### config.mk
export PLATFORM = sky130hd
export DESIGN_NAME = trig_led_seq_flat
export DESIGN_NICKNAME = d
export VERILOG_FILES = /design/src/rtl/trig_led_seq_pkg.sv /design/src/rtl/trig_led_seq_if.sv /design/src/rtl/trig_led_win.sv /design/src/rtl/trig_led_seq.sv /design/src/flat_wrapper.sv
export SDC_FILE = /design/constraint.sdc
export NUM_CORES = 2
export LEC_CHECK = 0
export CORE_AREA = 2 2 490 492
export CTS_BUF_LIST = sky130_fd_sc_hd__clkbuf_8 sky130_fd_sc_hd__clkbuf_16
export DETAILED_ROUTE_END_ITERATION = 8
export DIE_AREA = 0 0 492 494
export SYNTH_ARGS = -nofsm -noshare
export SYNTH_HDL_FRONTEND = slang
export SYNTH_SLANG_ARGS = --single-unit
### constraint.sdc
create_clock -name clk_i -period 3 [get_ports clk_i]
set_input_delay 0.3 -clock clk_i [delete_from_list [all_inputs] [get_ports clk_i]]
set_output_delay 0.3 -clock clk_i [all_outputs]
set_load 0.05 [all_outputs]
### src/rtl/trig_led_seq_pkg.sv
`default_nettype none
// ============================================================================
// Module   : trig_led_seq_pkg
// Purpose  : Shared types and constants for the triggered LED / camera
//            sequencer: FSM state encoding, overrun counter width, default
//            parameter values and the saturating overrun update helper.
// Ports    : none (package)
// Revision : 1.0 - initial release
// ============================================================================
package trig_led_seq_pkg;

  typedef enum logic [0:0] {
    IDLE = 1'b0,
    RUN  = 1'b1
  } state_t;

  localparam int OVR_W        = 16;
  localparam int DEF_NUM_LED  = 12;
  localparam int DEF_NUM_TRIG = 6;
  localparam int DEF_CNT_W    = 32;
  localparam int DEF_SHOT_W   = 4;

  // Clear wins over a same-cycle increment; the count sticks at all-ones.
  function automatic logic [OVR_W-1:0] ovr_next(input logic [OVR_W-1:0] cur,
                                                input logic             inc,
                                                input logic             clr);
    logic [OVR_W-1:0] res;
    res = cur;
    if (clr) begin
      res = '0;
    end else if (inc && (cur != {OVR_W{1'b1}})) begin
      res = cur + OVR_W'(1);
    end
    return res;
  endfunction

endpackage
`default_nettype wire

### src/rtl/trig_led_seq_if.sv
`default_nettype none
// ============================================================================
// Module   : trig_led_seq_if
// Purpose  : Bundles the trigger input, sequence configuration, window
//            tables, polarity controls and status outputs of trig_led_seq.
// Ports    : slave modport  - sequencer side (config in, status/PWM out)
//            master modport - controller side (config out, status/PWM in)
// Revision : 1.0 - initial release
// ============================================================================
interface trig_led_seq_if #(
  parameter int NUM_LED  = trig_led_seq_pkg::DEF_NUM_LED,
  parameter int NUM_TRIG = trig_led_seq_pkg::DEF_NUM_TRIG,
  parameter int CNT_W    = trig_led_seq_pkg::DEF_CNT_W,
  parameter int SHOT_W   = trig_led_seq_pkg::DEF_SHOT_W
);

  logic                         trigger_i;
  logic                         retrig_mode_i;
  logic [CNT_W-1:0]             cnt_max_i;
  logic [SHOT_W-1:0]            shot_num_i;
  logic [NUM_LED*CNT_W-1:0]     led_start_i;
  logic [NUM_LED*CNT_W-1:0]     led_end_i;
  logic [NUM_TRIG*CNT_W-1:0]    trig_start_i;
  logic [NUM_TRIG*CNT_W-1:0]    trig_end_i;
  logic [NUM_TRIG-1:0]          trig_en_i;
  logic [NUM_LED-1:0]           led_polar_i;
  logic                         trig_polar_i;
  logic                         overrun_clr_i;

  logic [NUM_LED-1:0]           led_pwm_o;
  logic                         trigger_o;
  logic                         busy_o;
  logic [SHOT_W-1:0]            shot_idx_o;
  logic                         done_o;
  logic [trig_led_seq_pkg::OVR_W-1:0] overrun_cnt_o;

  modport slave (
    input  trigger_i, retrig_mode_i, cnt_max_i, shot_num_i,
    input  led_start_i, led_end_i, trig_start_i, trig_end_i, trig_en_i,
    input  led_polar_i, trig_polar_i, overrun_clr_i,
    output led_pwm_o, trigger_o, busy_o, shot_idx_o, done_o, overrun_cnt_o
  );

  modport master (
    output trigger_i, retrig_mode_i, cnt_max_i, shot_num_i,
    output led_start_i, led_end_i, trig_start_i, trig_end_i, trig_en_i,
    output led_polar_i, trig_polar_i, overrun_clr_i,
    input  led_pwm_o, trigger_o, busy_o, shot_idx_o, done_o, overrun_cnt_o
  );

endinterface
`default_nettype wire

### src/rtl/trig_led_win.sv
`default_nettype none
// ============================================================================
// Module   : trig_led_win
// Purpose  : One LED PWM channel: registered half-open window compare
//            (win_start <= cnt < win_end, unsigned) followed by a
//            combinational polarity XOR.
// Ports    : clk, rst_n          - clock, async active-low reset
//            cnt                 - sequence counter
//            win_start, win_end  - window bounds (start >= end: never on)
//            polar               - output inversion
//            pwm                 - channel output
// Revision : 1.0 - initial release
// ============================================================================
module trig_led_win #(
  parameter int CNT_W = trig_led_seq_pkg::DEF_CNT_W
) (
  input  wire logic             clk,
  input  wire logic             rst_n,
  input  wire logic [CNT_W-1:0] cnt,
  input  wire logic [CNT_W-1:0] win_start,
  input  wire logic [CNT_W-1:0] win_end,
  input  wire logic             polar,
  output logic                  pwm
);

  logic hit;
  logic win_reg;

  assign hit = (cnt >= win_start) && (cnt < win_end);

  always_ff @(posedge clk or negedge rst_n) begin
    if (!rst_n) begin
      win_reg <= 1'b0;
    end else begin
      win_reg <= hit;
    end
  end

  // Polarity is applied after the register so reset shows the idle level.
  assign pwm = win_reg ^ polar;

endmodule
`default_nettype wire

### src/rtl/trig_led_seq.sv
`default_nettype none
// ============================================================================
// Module   : trig_led_seq
// Purpose  : Trigger-started shot sequencer. A rising edge on trigger_i
//            starts shot_num shots of cnt_max cycles each; LED channels and
//            the camera trigger are driven from windows on the counter.
//            Optional macro TRIG_LED_SEQ_SHADOW_EN latches all timing
//            configuration at each accepted start.
// Ports    : clk_i   - clock
//            rst_n_i - asynchronous active-low reset
//            bus     - trig_led_seq_if.slave (trigger, config, windows,
//                      polarity, PWM/trigger outputs, status)
// Revision : 1.0 - initial release
// ============================================================================
module trig_led_seq
  import trig_led_seq_pkg::*;
#(
  parameter int NUM_LED  = DEF_NUM_LED,
  parameter int NUM_TRIG = DEF_NUM_TRIG,
  parameter int CNT_W    = DEF_CNT_W,
  parameter int SHOT_W   = DEF_SHOT_W
) (
  input  wire logic     clk_i,
  input  wire logic     rst_n_i,
  trig_led_seq_if.slave bus
);

  localparam logic [CNT_W-1:0] CNT_ONE = CNT_W'(1);

  state_t                    state, state_nxt;
  logic [CNT_W-1:0]          cnt, cnt_nxt;
  logic [SHOT_W-1:0]         shot_idx, shot_nxt;
  logic                      done_q, done_nxt;
  logic                      trig_d;
  logic                      trig_edge;
  logic [OVR_W-1:0]          overrun_cnt;
  logic                      trig_hit;
  logic                      trig_reg;
  logic [NUM_LED-1:0]        led_pwm;
  logic [SHOT_W:0]           eff_shots;
  logic                      shot_last;

  // Effective configuration: shadow copies or live inputs.
  logic [CNT_W-1:0]          cfg_cnt_max;
  logic [SHOT_W-1:0]         cfg_shot_num;
  logic [NUM_LED*CNT_W-1:0]  cfg_led_start;
  logic [NUM_LED*CNT_W-1:0]  cfg_led_end;
  logic [NUM_TRIG*CNT_W-1:0] cfg_trig_start;
  logic [NUM_TRIG*CNT_W-1:0] cfg_trig_end;
  logic [NUM_TRIG-1:0]       cfg_trig_en;

  // ---------------------------------------------------------------- edge
  always_ff @(posedge clk_i or negedge rst_n_i) begin
    if (!rst_n_i) begin
      trig_d <= 1'b0;
    end else begin
      trig_d <= bus.trigger_i;
    end
  end

  assign trig_edge = bus.trigger_i & ~trig_d;

`ifdef TRIG_LED_SEQ_SHADOW_EN
  // ------------------------------------------------------------- shadow
  logic                      start_acc;
  logic [CNT_W-1:0]          sh_cnt_max;
  logic [SHOT_W-1:0]         sh_shot_num;
  logic [NUM_LED*CNT_W-1:0]  sh_led_start;
  logic [NUM_LED*CNT_W-1:0]  sh_led_end;
  logic [NUM_TRIG*CNT_W-1:0] sh_trig_start;
  logic [NUM_TRIG*CNT_W-1:0] sh_trig_end;
  logic [NUM_TRIG-1:0]       sh_trig_en;

  // A start is accepted from IDLE always, and from RUN only in restart mode.
  assign start_acc = trig_edge && ((state == IDLE) || bus.retrig_mode_i);

  always_ff @(posedge clk_i or negedge rst_n_i) begin
    if (!rst_n_i) begin
      sh_cnt_max    <= '0;
      sh_shot_num   <= '0;
      sh_led_start  <= '0;
      sh_led_end    <= '0;
      sh_trig_start <= '0;
      sh_trig_end   <= '0;
      sh_trig_en    <= '0;
    end else if (start_acc) begin
      sh_cnt_max    <= bus.cnt_max_i;
      sh_shot_num   <= bus.shot_num_i;
      sh_led_start  <= bus.led_start_i;
      sh_led_end    <= bus.led_end_i;
      sh_trig_start <= bus.trig_start_i;
      sh_trig_end   <= bus.trig_end_i;
      sh_trig_en    <= bus.trig_en_i;
    end
  end

  assign cfg_cnt_max    = sh_cnt_max;
  assign cfg_shot_num   = sh_shot_num;
  assign cfg_led_start  = sh_led_start;
  assign cfg_led_end    = sh_led_end;
  assign cfg_trig_start = sh_trig_start;
  assign cfg_trig_end   = sh_trig_end;
  assign cfg_trig_en    = sh_trig_en;
`else
  assign cfg_cnt_max    = bus.cnt_max_i;
  assign cfg_shot_num   = bus.shot_num_i;
  assign cfg_led_start  = bus.led_start_i;
  assign cfg_led_end    = bus.led_end_i;
  assign cfg_trig_start = bus.trig_start_i;
  assign cfg_trig_end   = bus.trig_end_i;
  assign cfg_trig_en    = bus.trig_en_i;
`endif

  // Shot count of zero still runs one shot; one extra bit avoids overflow
  // of shot_idx+1 at the top of the SHOT_W range.
  assign eff_shots = (cfg_shot_num == '0) ? (SHOT_W+1)'(1) : {1'b0, cfg_shot_num};
  assign shot_last = (({1'b0, shot_idx} + (SHOT_W+1)'(1)) >= eff_shots);

  // ----------------------------------------------------------------- FSM
  always_ff @(posedge clk_i or negedge rst_n_i) begin
    if (!rst_n_i) begin
      state    <= IDLE;
      cnt      <= '0;
      shot_idx <= '0;
      done_q   <= 1'b0;
    end else begin
      state    <= state_nxt;
      cnt      <= cnt_nxt;
      shot_idx <= shot_nxt;
      done_q   <= done_nxt;
    end
  end

  always_comb begin
    state_nxt = state;
    cnt_nxt   = cnt;
    shot_nxt  = shot_idx;
    done_nxt  = 1'b0;
    case (state)
      IDLE: begin
        if (trig_edge) begin
          state_nxt = RUN;
          cnt_nxt   = CNT_ONE;
          shot_nxt  = '0;
        end
      end
      RUN: begin
        // A restart beats every other branch, including the terminal cycle.
        if (trig_edge && bus.retrig_mode_i) begin
          cnt_nxt  = CNT_ONE;
          shot_nxt = '0;
        end else if (cnt < cfg_cnt_max) begin
          cnt_nxt = cnt + CNT_ONE;
        end else if (!shot_last) begin
          cnt_nxt  = CNT_ONE;
          shot_nxt = shot_idx + SHOT_W'(1);
        end else begin
          state_nxt = IDLE;
          cnt_nxt   = '0;
          done_nxt  = 1'b1;
        end
      end
      default: begin
        state_nxt = IDLE;
        cnt_nxt   = '0;
        shot_nxt  = '0;
      end
    endcase
  end

  // ------------------------------------------------------------- overrun
  always_ff @(posedge clk_i or negedge rst_n_i) begin
    if (!rst_n_i) begin
      overrun_cnt <= '0;
    end else begin
      overrun_cnt <= ovr_next(overrun_cnt, (state == RUN) && trig_edge,
                              bus.overrun_clr_i);
    end
  end

  // -------------------------------------------------------- LED windows
  for (genvar k = 0; k < NUM_LED; k++) begin : g_led
    trig_led_win #(
      .CNT_W (CNT_W)
    ) u_win (
      .clk       (clk_i),
      .rst_n     (rst_n_i),
      .cnt       (cnt),
      .win_start (cfg_led_start[k*CNT_W +: CNT_W]),
      .win_end   (cfg_led_end[k*CNT_W +: CNT_W]),
      .polar     (bus.led_polar_i[k]),
      .pwm       (led_pwm[k])
    );
  end

  // ---------------------------------------------------- trigger windows
  // Inclusive on both ends, unlike the LED windows.
  always_comb begin
    trig_hit = 1'b0;
    for (int j = 0; j < NUM_TRIG; j++) begin
      if (cfg_trig_en[j] &&
          (cnt >= cfg_trig_start[j*CNT_W +: CNT_W]) &&
          (cnt <= cfg_trig_end[j*CNT_W +: CNT_W])) begin
        trig_hit = 1'b1;
      end
    end
  end

  always_ff @(posedge clk_i or negedge rst_n_i) begin
    if (!rst_n_i) begin
      trig_reg <= 1'b0;
    end else begin
      trig_reg <= trig_hit;
    end
  end

  // ------------------------------------------------------------ outputs
  assign bus.led_pwm_o     = led_pwm;
  assign bus.trigger_o     = trig_reg ^ bus.trig_polar_i;
  assign bus.busy_o        = (state == RUN);
  assign bus.shot_idx_o    = shot_idx;
  assign bus.done_o        = done_q;
  assign bus.overrun_cnt_o = overrun_cnt;

endmodule
`default_nettype wire
### src/flat_wrapper.sv
// flat-port wrapper written by rule: the top's interface ports become plain ports
module trig_led_seq_flat import trig_led_seq_pkg::*;
#(
  parameter int NUM_LED  = DEF_NUM_LED,
  parameter int NUM_TRIG = DEF_NUM_TRIG,
  parameter int CNT_W    = DEF_CNT_W,
  parameter int SHOT_W   = DEF_SHOT_W
)
  (clk_i, rst_n_i, bus_trigger_i, bus_retrig_mode_i, bus_cnt_max_i, bus_shot_num_i, bus_led_start_i, bus_led_end_i, bus_trig_start_i, bus_trig_end_i, bus_trig_en_i, bus_led_polar_i, bus_trig_polar_i, bus_overrun_clr_i, bus_led_pwm_o, bus_trigger_o, bus_busy_o, bus_shot_idx_o, bus_done_o, bus_overrun_cnt_o);
  trig_led_seq_if #(.NUM_LED(NUM_LED), .NUM_TRIG(NUM_TRIG), .CNT_W(CNT_W), .SHOT_W(SHOT_W)) bus_i ();
  input  wire logic clk_i;
  input  wire logic rst_n_i;
  input wire logic [$bits(bus_i.trigger_i)-1:0] bus_trigger_i;
  input wire logic [$bits(bus_i.retrig_mode_i)-1:0] bus_retrig_mode_i;
  input wire logic [$bits(bus_i.cnt_max_i)-1:0] bus_cnt_max_i;
  input wire logic [$bits(bus_i.shot_num_i)-1:0] bus_shot_num_i;
  input wire logic [$bits(bus_i.led_start_i)-1:0] bus_led_start_i;
  input wire logic [$bits(bus_i.led_end_i)-1:0] bus_led_end_i;
  input wire logic [$bits(bus_i.trig_start_i)-1:0] bus_trig_start_i;
  input wire logic [$bits(bus_i.trig_end_i)-1:0] bus_trig_end_i;
  input wire logic [$bits(bus_i.trig_en_i)-1:0] bus_trig_en_i;
  input wire logic [$bits(bus_i.led_polar_i)-1:0] bus_led_polar_i;
  input wire logic [$bits(bus_i.trig_polar_i)-1:0] bus_trig_polar_i;
  input wire logic [$bits(bus_i.overrun_clr_i)-1:0] bus_overrun_clr_i;
  output wire logic [$bits(bus_i.led_pwm_o)-1:0] bus_led_pwm_o;
  output wire logic [$bits(bus_i.trigger_o)-1:0] bus_trigger_o;
  output wire logic [$bits(bus_i.busy_o)-1:0] bus_busy_o;
  output wire logic [$bits(bus_i.shot_idx_o)-1:0] bus_shot_idx_o;
  output wire logic [$bits(bus_i.done_o)-1:0] bus_done_o;
  output wire logic [$bits(bus_i.overrun_cnt_o)-1:0] bus_overrun_cnt_o;
  assign bus_i.trigger_i = bus_trigger_i;
  assign bus_i.retrig_mode_i = bus_retrig_mode_i;
  assign bus_i.cnt_max_i = bus_cnt_max_i;
  assign bus_i.shot_num_i = bus_shot_num_i;
  assign bus_i.led_start_i = bus_led_start_i;
  assign bus_i.led_end_i = bus_led_end_i;
  assign bus_i.trig_start_i = bus_trig_start_i;
  assign bus_i.trig_end_i = bus_trig_end_i;
  assign bus_i.trig_en_i = bus_trig_en_i;
  assign bus_i.led_polar_i = bus_led_polar_i;
  assign bus_i.trig_polar_i = bus_trig_polar_i;
  assign bus_i.overrun_clr_i = bus_overrun_clr_i;
  assign bus_led_pwm_o = bus_i.led_pwm_o;
  assign bus_trigger_o = bus_i.trigger_o;
  assign bus_busy_o = bus_i.busy_o;
  assign bus_shot_idx_o = bus_i.shot_idx_o;
  assign bus_done_o = bus_i.done_o;
  assign bus_overrun_cnt_o = bus_i.overrun_cnt_o;
  trig_led_seq #(.NUM_LED(NUM_LED), .NUM_TRIG(NUM_TRIG), .CNT_W(CNT_W), .SHOT_W(SHOT_W)) u_core (.clk_i(clk_i), .rst_n_i(rst_n_i), .bus(bus_i));
endmodule
==> results.md <==
- The element type at the critical path end is a flip-flop.
- Setup repair after global routing could not meet its margin everywhere.
- The slowest stage of the critical path belongs to the cell dfrtp_4.
- The total wirelength of the detailed-routed design is 219000 um.
- In this run the most critical hold path is launched from bus_trigger_i.
- The flow ran to the end, but the final reports show violations.
- After detailed routing, the number of vias per cell comes to 4.15.
- The post-route netlist has 7.64% of its cells at a drive strength greater than 1.
- From left edge to right edge, the die measures 492 um.
- Summed over all cells, the static leakage comes to 29.0 nW.
- The synthesized design contains 68 register bits.
- In this run the tightest slew margin relative to its limit is 46.3%.
- The wire-length estimate of the detail-placed layout is 190000 um.
- Once layout is done, the placed cells without fillers occupy 0.0529 mm^2.
- The initial antenna violation count came to 69.
- The most used standard cell by instance count after synthesis is inv_1.
- Setup violations remaining at the end of the flow were counted as 2.
- The number of non-filler instances in the completed layout is 9106.
- The depth of the CTS H-tree is 3.
- The clock latency on the worst-skew pair is 0.44 ns.
- The launch point of the worst path is u_core.cnt[27].
- The worst setup path is launched from a flip-flop.
- In this run, CTS created clock tree buffers numbering 9.
- After clock tree synthesis, the clock-pin slew on the worst setup and hold paths is 0.08 ns.
- The critical setup path kind is reg -> reg.
- Counting every instance in the synthesized netlist gives 4355.
- The placer congestion estimate is 0.982.
- The power per cell area is 201 mW/mm^2.
- The clock net in this run drives a total of 68 sinks.
- The first routing iteration left 2266 violations.
- Counting instances in the post-synthesis netlist gives the leading cell types as 1179 x inv_1, 1178 x ha_1, 333 x a21oi_1.
- In this run, synthesis inferred 0 flip-flops with an integrated enable.
- In this run the worst path has a maximum fanout of 16.
- The maximum count of clock buffers along a single path is 2.
- The clock skew is 0.0309 ns.
- Entering global routing, the biggest net connects 32 pins.
- The detailed-route DRC error count is 0.
- Of the synthesized area, sequential elements account for 5.27%.
- The critical path goes through buf_12 > ha_4 > nand4_1 > or2_4 > a211oi_2 > o31a_1 > nor4_4 > buf_6 > buf_4 > or2_2 > mux2_2.
- Data arrives at the worst endpoint at 3.35 ns.
- Once placement finished, the instance area stood at 0.0516 mm^2.
- The share of the core filled with cells is 22.3%.
- The detail route stage leaves a number of antenna-violating nets equal to 0.
- The average wire per standard cell is 24.0 um.
- Yosys printed 0 warnings.
- The maximum cell stage delay along the critical path is 0.52 ns.
- The area enclosed by the die boundary is 0.243 mm^2.
- The final count of hold timing violations is 0.
- The cell sitting at the root of the clock tree is a clkbuf_16.
- The family with the most delay on the worst path is simple AND/OR/NAND/NOR gates.
- The count of vias placed by the detailed router is 37831.
- Once placement completed, the tool counted placed cells totaling 9036.
- Summing every instance area after synthesis gives 0.0323 mm^2.
- The classification of the worst-slack hold path is in -> reg.
- The worst register-to-register path begins at u_core.cnt[27].
- The area inside the core boundary is 0.237 mm^2.
- The maximum clock frequency is 0.330 GHz.
- The max-slew violation total from the final report is 0.
- The count of different cell masters after synthesis is 66.
- The slew at the pin closest to its max-slew limit is 0.802 ns.
- The number of global-route vias before repair is 37895.
- Relative to the synthesized area, the layout overhead comes to 64.0%.
- The share of the clock period used by the worst path is 101%.
- Of all flip-flops after synthesis, the portion carrying an async set or reset was 100%.
- The number of nets in the synthesized netlist is 6745.
- The global-route usage over all layers is 17.3%.
- The register with the most flip-flops in the layout has 32 of them.
- The number of iterations in the first detailed-routing pass is 5.
- VDD sags by at most 0.342 mV.
- The die span in y is 494 um.
- Each instance of the synthesized netlist takes up on average 7.41 um^2.
- Setup slack on the critical path of the routed design comes to -0.0349 ns.
- Sorting the synthesized cells by area gives the leading types as ha_1 46%, inv_1 14%, dfrtp_1 5.3%, a21oi_1 5.2%, a21o_1 4.6%.
- The critical path buffer and inverter count is 3.
- The I/O pin total is 1247.
- The required time reported for the critical path endpoint is 3.31 ns.
- Setup total negative slack on the finished layout was measured at -0.0519 ns.
- The count of maximum capacitance violations is 0.
- The share of synthesized area in the top cell type comes to 45.7%.
- After filler insertion, the fill cell instance count of the layout stands at 26521.
- The initial cell density of the core is 13.6%.
- The count of buffers inserted at the top-level ports is 1246.
- The first global-routing pass estimated 291000 um of wire.
- The post-layout net count is 8298.
- Among all flip-flop cells after synthesis, the most frequent one is dfrtp_1.
- ha_1 takes more of the synthesized area than any other cell.
- For this run the aggregate overflow at the end of global routing stands at 0.
- The clock period minus final worst setup slack is 3.03 ns.
- The floorplan row count is 179.
- The TritonCTS clock tree is built.
- The checks that failed: setup timing.
metal layers:
layer / vias up / wire length, um / GRT usage (%)
li1: 18387 / - / -
met1: 17462 / 91600 / 21.0
met2: 1662 / 104000 / 30.0
met3: 294 / 15100 / 3.57
met4: 26 / 7990 / 6.19
met5: - / 169 / 0
placed cells by master, fill, tap and decap left out, types with 20 or more instances in the layout:
cell             netlist  final
inv_1               1179   1178
nor3_1                46     41
ha_1                1178   1171
a21o_1               197    196
a211oi_1              73     64
a31oi_1               23     21
nand2_1              160    159
diode_2                0     26
xor2_1                30     30
a21oi_1              333    326
o2111ai_1             21     20
a2111oi_0             36     24
nand3_1               62     62
buf_12                 0     70
nor2_1               178    177
nand2b_1              37     35
dfrtp_1               68     36
dfrtp_4                0     31
buf_4                 12    226
nor2b_1               55     54
o211ai_1              39     39
nor4_1                34     30
o21ai_0              204    192
nand4_1              188    188
clkdlybuf4s50_1        0   1245
area by class of cell:
cell class                      count  area, um^2  area share (%)
Inverter                         1179        4430            8.37
Tap cell                         3167        3960            7.49
Clock buffer                        9         225           0.426
Antenna cell                       26        65.1           0.123
Sequential cell                    68        1820            3.44
Multi-Input combinational cell   3088       26500            50.1
Clock inverter                      7        82.6           0.156
Timing Repair Buffer             1562       15800            29.9
worst paths after layout:
kind                                            endpoint  cells past startpoint  slack, ns
hold / removal                             u_core.trig_d                      1       0.34
min in group asynchronous  u_core.g_led[0].u_win.win_reg                      2       0.41
setup / recovery                u_core.bus.shot_idx_o[0]                     11      -0.03
setup reg to reg                u_core.bus.shot_idx_o[0]                     11      -0.03
max in group asynchronous  u_core.g_led[8].u_win.win_reg                      3       1.77
hold reg to reg              u_core.bus.overrun_cnt_o[3]                      2       0.59
power by group:
group	switching (mW)	internal, mW	total, mW
clock network	0.736	0.663	1.40
registers	0.117	0.979	1.10
logic	4.21	3.94	8.15
total	5.07	5.58	10.6
stage by stage:
stage	total power, mW	setup slack [ns]	hold WS [ns]
2_1_floorplan	4.15	0.0141	0.00441
3_3_place_gp	8.89	-1.14	0.339
3_5_place_dp	8.92	-1.07	0.337
4_1_cts	10.7	-0.0256	0.295
5_1_grt	11.6	-0.138	0.319
6_report	10.6	-0.0349	0.340
cell families (layout without fill, tap and decap cells):
family / Yosys count / in the layout / synth area share [%]
other: 0 / 26 / 0
flip-flops: 68 / 68 / 5.27
AO/OA/AOI/OAI: 1035 / 1035 / 20.4
XOR/XNOR: 44 / 44 / 1.19
adder cells (fa/ha/maj): 1178 / 1178 / 45.7
buffers and inverters: 1199 / 2757 / 14.1
AND/OR/NAND/NOR: 828 / 828 / 13.3
multiplexers: 3 / 3 / 0.0969
repair_timing:
| item | 4_1_cts | 5_1_grt |
|---|---|---|
| endpoints found under the setup margin | 48 | 36 |
| resized for setup | 66 | 63 |
| hold endpoints to repair | 29 | 0 |
| hold buffers | 1 | 0 |
| setup buffers | 18 | 9 |
| pin swaps | 16 | 29 |
Power figures use the tool's default switching activity.
